**config.mk**
```make
export PLATFORM = sky130hd
export DESIGN_NAME = pipe_hazard_ctrl
export DESIGN_NICKNAME = d
export VERILOG_FILES = /design/src/rtl/pipe_hazard_ctrl.sv
export SDC_FILE = /design/constraint.sdc
export NUM_CORES = 1
export LEC_CHECK = 0
export ABC_AREA = 1
export CAP_MARGIN = 20
export CORE_UTILIZATION = 50
export CTS_CLUSTER_DIAMETER = 30
export DETAILED_ROUTE_END_ITERATION = 8
export PLACE_DENSITY = 0.8
export SYNTH_ARGS = -nofsm -noshare
export SYNTH_HDL_FRONTEND = slang
export SYNTH_SLANG_ARGS = --single-unit
```
**constraint.sdc**
```tcl
create_clock -name clk_i -period 1.9 [get_ports clk_i]
set_clock_uncertainty 0.05 [all_clocks]
set_input_delay 0.38 -clock clk_i [delete_from_list [all_inputs] [get_ports clk_i]]
set_output_delay 0.38 -clock clk_i [all_outputs]
set_load 0.05 [all_outputs]
```
**src/rtl/pipe_hazard_ctrl.sv**
```systemverilog
// Stall/flush/hold sequencer for a 5-stage pipeline: load-use interlock,
// branch-taken flush, variable-latency data-memory hold with fatal timeout.
module pipe_hazard_ctrl #(
  parameter int CNT_W       = 16,
  parameter int TO_W        = 8,
  parameter int MEM_TIMEOUT = 200
) (
  input  logic             clk_i,
  input  logic             rst_n,
  input  logic [4:0]       id_rs_i,
  input  logic [4:0]       id_rt_i,
  input  logic             id_uses_rt_i,
  input  logic             ex_memread_i,
  input  logic [4:0]       ex_rt_i,
  input  logic             mem_branch_i,
  input  logic             mem_zero_i,
  input  logic             dm_req_i,
  input  logic             dm_ready_i,
  output logic             pc_write_o,
  output logic             pc_src_o,
  output logic             ifid_write_o,
  output logic             ifid_flush_o,
  output logic             idex_flush_o,
  output logic             exmem_flush_o,
  output logic             pipe_hold_o,
  output logic             memwb_bubble_o,
  output logic             mem_err_o,
  output logic [CNT_W-1:0] stall_cnt_o,
  output logic [CNT_W-1:0] flush_cnt_o
);

  typedef enum logic [1:0] {
    ST_RUN  = 2'd0,
    ST_WAIT = 2'd1,
    ST_HALT = 2'd2
  } state_e;

  localparam logic [TO_W-1:0] TO_LAST = TO_W'(MEM_TIMEOUT - 1);

  function automatic logic [CNT_W-1:0] sat_inc(input logic [CNT_W-1:0] v);
    if (v == {CNT_W{1'b1}}) begin
      return v;
    end else begin
      return v + CNT_W'(1);
    end
  endfunction

  state_e            state_q, state_d;
  logic [TO_W-1:0]   wait_q, wait_d;
  logic [CNT_W-1:0]  stall_q, stall_d;
  logic [CNT_W-1:0]  flush_q, flush_d;
  logic              err_q, err_d;

  logic taken_s, lu_s, mwait_s;
  logic pc_write_s, pc_src_s, ifid_write_s, ifid_flush_s;
  logic idex_flush_s, exmem_flush_s, hold_s, bubble_s;

  assign taken_s = mem_branch_i & mem_zero_i;
  assign lu_s    = ex_memread_i & (ex_rt_i != 5'd0) &
                   ((ex_rt_i == id_rs_i) | (id_uses_rt_i & (ex_rt_i == id_rt_i)));
  assign mwait_s = dm_req_i & ~dm_ready_i;

  // Mealy decode of controls and next state; priority is mwait > taken > lu.
  always_comb begin
    state_d       = state_q;
    wait_d        = wait_q;
    stall_d       = stall_q;
    flush_d       = flush_q;
    err_d         = err_q;
    pc_write_s    = 1'b1;
    ifid_write_s  = 1'b1;
    pc_src_s      = 1'b0;
    ifid_flush_s  = 1'b0;
    idex_flush_s  = 1'b0;
    exmem_flush_s = 1'b0;
    hold_s        = 1'b0;
    bubble_s      = 1'b0;
    case (state_q)
      ST_HALT: begin
        pc_write_s   = 1'b0;
        ifid_write_s = 1'b0;
        hold_s       = 1'b1;
        bubble_s     = 1'b1;
      end
      ST_RUN, ST_WAIT: begin
        if (mwait_s) begin
          pc_write_s   = 1'b0;
          ifid_write_s = 1'b0;
          hold_s       = 1'b1;
          bubble_s     = 1'b1;
          stall_d      = sat_inc(stall_q);
          if ((state_q == ST_WAIT) && (wait_q == TO_LAST)) begin
            state_d = ST_HALT;
            err_d   = 1'b1;
          end else begin
            state_d = ST_WAIT;
            wait_d  = (state_q == ST_RUN) ? TO_W'(1) : wait_q + TO_W'(1);
          end
        end else if (taken_s) begin
          pc_src_s      = 1'b1;
          ifid_flush_s  = 1'b1;
          idex_flush_s  = 1'b1;
          exmem_flush_s = 1'b1;
          flush_d       = sat_inc(flush_q);
          state_d       = ST_RUN;
          wait_d        = '0;
        end else if (lu_s) begin
          pc_write_s   = 1'b0;
          ifid_write_s = 1'b0;
          idex_flush_s = 1'b1;
          stall_d      = sat_inc(stall_q);
          state_d      = ST_RUN;
          wait_d       = '0;
        end else begin
          state_d = ST_RUN;
          wait_d  = '0;
        end
      end
      default: begin
        state_d = ST_RUN;
        wait_d  = '0;
      end
    endcase
  end

  // State, wait counter, performance counters and sticky error.
  always_ff @(posedge clk_i or negedge rst_n) begin
    if (!rst_n) begin
      state_q <= ST_RUN;
      wait_q  <= '0;
      stall_q <= '0;
      flush_q <= '0;
      err_q   <= 1'b0;
    end else begin
      state_q <= state_d;
      wait_q  <= wait_d;
      stall_q <= stall_d;
      flush_q <= flush_d;
      err_q   <= err_d;
    end
  end

  // Controls are forced low for as long as reset is asserted.
  assign pc_write_o     = rst_n & pc_write_s;
  assign pc_src_o       = rst_n & pc_src_s;
  assign ifid_write_o   = rst_n & ifid_write_s;
  assign ifid_flush_o   = rst_n & ifid_flush_s;
  assign idex_flush_o   = rst_n & idex_flush_s;
  assign exmem_flush_o  = rst_n & exmem_flush_s;
  assign pipe_hold_o    = rst_n & hold_s;
  assign memwb_bubble_o = rst_n & bubble_s;
  assign mem_err_o      = err_q;
  assign stall_cnt_o    = stall_q;
  assign flush_cnt_o    = flush_q;

endmodule

```
# Word-level counts from Yosys, hierarchy flattened
# Index checks and enable logic that the tools add are counted.
# Widths: inputs -> output; s select.
word_totals:
  ff_bits: 43
  wordCells: 64
classes:
  addsub: 3
  n_eq_ne: 9
  n_mux: 24
  bitwise_logic: 14
  reduce_logical: 9
op_table:
  columns: ["operator", "count"]
  rows:
  - ["$mux 16", 4]
  - ["$add 16x1->16 const B", 2]
  - ["$eq 16x16->1 const B", 2]
  - ["$mux 8", 3]
  - ["$pmux 8 s2", 1]
  - ["$mux 1", 11]
  - ["$eq 5x5->1", 2]
  - ["$and 1x1->1", 9]
  - ["$add 8x1->8 const B", 1]
  - ["$eq 8x8->1 const B", 1]
  - ["$reduce_and 3->1", 2]
  - ["$reduce_bool 5->1", 1]
  - ["$mux 2", 2]
  - ["$not 1->1", 4]
  - ["$pmux 1 s2", 2]
  - ["$pmux 2 s2", 1]
  - ["$reduce_and 4->1", 1]
  - ["$ne 3x3->1 const B", 1]
  - ["$eq 2x1->1 const B", 1]
  - ["$eq 2x2->1 const B", 1]
  - ["$logic_not 2->1", 1]
  - ["$ne 2x1->1 const B", 1]
  - ["$reduce_and 2->1", 1]
  - ["$reduce_bool 2->1", 1]
  - ["3 further kinds", 3]

# Longest topological paths before layout
logic_depth:
  depth_word: 9
  depth_mapped: 12
  depth_no_buf: 11

# Worst setup path before layout
# Ideal clock, no wire load.
synth_path:
  kind: "input to output"
  from: "in ex_rt_i[3]"
  to: "out pc_write_o"
  t_arrival_ps: 2211
  t_required_ps: 1470
  setup_slack_ps: -741
  path_stages: 9
  n_path_buf: 2
  path_cell_list: "inv_1 > nand4_1 > o21ai_0 > inv_1 > nand3_1 > nand2_1 > buf_4 > a21oi_1 > buf_4"
synth_between:
  elab_chain_len: 9
  elab_cells_between_ends: 12
  cone_classes: "eq/ne: 2; mux: 4; bitwise: 5; reduce/logical: 1"
synth_lines:
  columns: ["element", "line_no", "text"]
  rows:
  - ["start, declared", "14", "input logic [4:0] ex_rt_i,"]
  - ["$eq 5x5->1", "60", "((ex_rt_i == id_rs_i) | (id_uses_rt_i & (ex_rt_i == id_rt_i)));"]
  - ["$and 1x1->1", "60", null]
  - ["$or 1x1->1", "60", null]
  - ["$and 1x1->1 *", "59", "assign lu_s = ex_memread_i & (ex_rt_i != 5'd0) &"]
  - ["$mux 1 * (3 in a row)", null, null]
  - ["$pmux 1 s2 *", null, null]
  - ["$and 1x1->1 *", null, null]
  - ["end, declared", "19", "output logic pc_write_o,"]
# Mark *: on every way between the ends. The rest lies on a longest branch, timed or not.

# Worst setup path in the final report
layout_path:
  from: "in id_rs_i[4]"
  to: "out ifid_write_o"
layout_between:
  elab_chain_len: 8
layout_lines:
  columns: ["element", "line_no", "text"]
  rows:
  - ["start, declared", "10", "input logic [4:0] id_rs_i,"]
  - ["$eq 5x5->1", "60", null]
  - ["$or 1x1->1", "60", null]
  - ["$and 1x1->1", "59", null]
  - ["$mux 1", "107", "end else if (lu_s) begin"]
  - ["$mux 1", "99", "end else if (taken_s) begin"]
  - ["$mux 1", "86", "if (mwait_s) begin"]
  - ["$pmux 1 s2", "78", "case (state_q)"]
  - ["$and 1x1->1", "146", "assign ifid_write_o = rst_n & ifid_write_s;"]
  - ["end, declared", "21", "output logic ifid_write_o,"]
# No other way between the ends.

==> results.py <==
metrics = {
    "floorplan": {
        "die_h_um": 75.7,
        "fp.dieW_um": 75.7,
        "start_util_pct": 52.5,
        "core-area_sq_mm": 0.00517,
        "ioPinCount": 64,
        "core.rowCount": 26,
        "die_area_sq_mm": 0.00573,
    },
    "logic_synthesis": {
        "yosysUniqueCellTypes": 31,
        "synth.top_cell.area_share_pct": 39.6,
        "ys_warn_count": 0,
        "syn_area_sq_mm": 0.00272,
        "synth.ff_latch_count": 43,
        "yosysTopAreaCell": "dfrtp_1",
        "avgSynthCellArea_sq_um": 7.15,
        "syn_nets": 406,
        "synth_area_leaders": "dfrtp_1 40%, nand2_1 18%, inv_1 6.8%, nand3_1 6.4%, xor2_1 4.8%",
        "synth-seq-area-share_pct": 39.6,
        "postSynthCellCount": 380,
    },
    "sta": {
        "slew_headroom_pct": 64.8,
        "hold_violations": 0,
        "hold_slack_ps": 178,
        "setup_violations": 0,
        "tightest_slew_ps": 528,
        "finalCritPeriodShare_pct": 99.5,
        "drv_slew": 0,
        "rsz0062_at_grt": "yes",
        "fin_crit_ps": 1890,
        "fin_setup_tns_ps": 0,
        "fmax_ghz": 0.529,
    },
    "critical_path": {
        "rrSetupSlack_ps": 90,
        "end_kind": "primary output",
        "reg2reg_from": "stall_cnt_o[0]$_DFFE_PN0P_",
        "critPathArrivalTime_ps": 1460,
        "crit_required_ps": 1470,
        "rr_worst_depth": 9,
        "critPathKind": "in2out",
        "startpoint": "id_rs_i[4]",
        "start_kind": "primary input",
        "r2r-end": "stall_cnt_o[3]$_DFFE_PN0P_",
        "cp_max_fo": 2,
        "crit_path_end": "ifid_write_o",
    },
    "placed_design": {
        "place_inst": 523,
        "place_congestion": 0.900,
        "port_buffers": 63,
        "hpwl_um": 5100,
    },
    "route": {
        "drcViolationCount": 0,
        "vias": 2749,
        "firstDrtPassIters": 4,
        "wl_per_cell_um": 12.8,
        "vias_per_cell": 5.14,
        "drtIter0Drc": 122,
        "drt_wl_total_um": 6850,
        "antenna_left": 0,
    },
    "grt": {
        "track_usage_pct": 25.4,
        "grt_pass1_wl_um": 11100,
        "grt-ovfl-total": 0,
        "grt_max_degree": 42,
        "grt_pass1_vias": 2516,
        "antenna_found_initial": 0,
    },
    "pwr": {
        "p_comb_share_pct": 35.8,
        "total_leakage_power_uw": 0.00183,
        "p_total_uw": 2730,
        "swShare_pct": 41.1,
        "intPower_uw": 1610,
        "pwr-share-seq_pct": 42.6,
        "vdd_ir_drop_max_mv": 0.600,
        "powerDensity_mw_per_mm2": 752,
        "clockPowerShare_pct": 21.6,
        "power.switching_uw": 1120,
    },
    "cts": {
        "clk_pin_slew_ps": 80,
        "cts_tree": "built",
        "insertion_delay_ps": 300,
        "clockBufferDepth": 2,
        "cts-root-buf": "clkbuf_8",
        "clock-sinks": 43,
        "cts_inserted_buffers": 5,
        "cts.htree.levels": 2,
    },
    "layout": {
        "fin_nets": 490,
        "num_antenna_cells": 0,
        "area_delta_synth_final_pct": 33.6,
        "final_common_cell": "nand2_1",
        "layout_common_cells": "120 x nand2_1, 56 x buf_4, 44 x inv_1",
        "layout-drive-gt1-share_pct": 26.5,
        "final_cells": 535,
    },
    "run_status": {
        "status": "finished, final reports clean",
    },
    "hold_path": {
        "hold_path.class": "in2async",
    },
    "run": {
        "maxCapViolations": 0,
    },
}
-- worst min path at each step --
stage                                              to   from  cells past startpoint
after global routing      flush_cnt_o[14]$_DFFE_PN0P_  rst_n                      2
after global placement          wait_q[4]$_DFFE_PN0P_  rst_n                      1
final                           wait_q[6]$_DFFE_PN0P_  rst_n                      2
after floorplan            flush_cnt_o[0]$_DFFE_PN0P_  rst_n                      0
after CTS                 flush_cnt_o[12]$_DFFE_PN0P_  rst_n                      2
after detailed placement        wait_q[4]$_DFFE_PN0P_  rst_n                      1
-- cell type report --
type / instances / area (sq um)
clock buffers: 6 / 72.6
clock inverters: 2 / 12.5
fillers: 429 / 1540
inverters: 52 / 200
multi-input cells: 275 / 1440
flip-flops and latches: 43 / 1080
well taps: 70 / 87.6
repair buffers: 87 / 736
-- metrics by stage --
step	utilization (%)	setup WS [ps]	cell area, sq um
2_1_floorplan	-	-121	2760
3_3_place_gp	68.0	-335	3520
3_5_place_dp	68.0	-398	3520
4_1_cts	70.1	0.556	3620
5_1_grt	70.2	-65.6	3630
6_report	70.2	9.82	3630
-- per-layer routing --
metal,global-route usage (%),vias to the layer above,share of wire (%),wire length (um)
met1,34.4,1291,44,3020
met2,42.3,87,49,3380
met4,5.97,0,1.2,85
met3,4.89,11,5.4,369
met5,0,-,0,0
li1,-,1360,-,-
-- flip-flops by register name, indices dropped and copies added (netlist names) --
signal and count:
stall_cnt_o 16, mem_err_o 1, state_q 2, wait_q 8, flush_cnt_o 16
-- synthesized netlist by cell type --
| cell | instances |
|---|---|
| nor4_2 | 1 |
| buf_6 | 2 |
| o21ai_0 | 9 |
| o21bai_1 | 1 |
| a21oi_1 | 2 |
| ha_1 | 3 |
| nor2_2 | 2 |
| nand2_4 | 1 |
| nor3_1 | 13 |
| clkinv_1 | 1 |
| nor3_2 | 1 |
| buf_2 | 2 |
| o22ai_1 | 2 |
| nand3_2 | 1 |
| buf_4 | 6 |
| nand3b_1 | 1 |
| xor2_1 | 15 |
| nand4_1 | 10 |
| inv_2 | 1 |
| inv_1 | 49 |
| or2_2 | 1 |
| inv_4 | 1 |
| nand2_1 | 127 |
| nor2_1 | 30 |
| xnor2_1 | 13 |
| nand2_2 | 3 |
| dfrtp_1 | 43 |
| a211oi_1 | 1 |
| o41ai_1 | 1 |
| o21ai_1 | 2 |
| nand3_1 | 35 |
-- power groups by stage --
| stage | clock (uW) | combinational, uW | sequential (uW) |
|---|---|---|---|
| finish | 589 | 976 | 1160 |
| global route | 631 | 1050 | 1180 |
| CTS | 590 | 975 | 1160 |
| detailed placement | 0 | 975 | 1180 |
| global placement | 0 | 961 | 1170 |
| floorplan | 0 | 302 | 1500 |
-- logic make-up after synthesis --
| group | Yosys count | share of synthesized area [%] |
|---|---|---|
| and+or+nand+nor | 226 | 36.1 |
| buffers and inverters | 62 | 10.1 |
| DFF | 43 | 39.6 |
| xor gates and xnor gates | 28 | 9.03 |
| AOI/OAI and AO/OA | 18 | 3.73 |
| adders and majority gates | 3 | 1.38 |
-- critical path: stages --
cell and delay (ps):
dlygate4sd2_1 250, xnor2_1 120, nand3_1 100, nand2_2 70
nand3_2 90, nand2_4 60, a21oi_4 190, buf_6 180
-- repair_timing --
| item | 4_1_cts | 5_1_grt |
|---|---|---|
| hold buffers | 1 | 0 |
| pin swaps | 15 | 13 |
| endpoints found under the setup margin | 21 | 18 |
| resized for setup | 51 | 26 |
| buffers inserted | 1 | 2 |
| hold endpoints to repair | 2 | 0 |
Note: power is estimated with default switching activity, not from simulation.
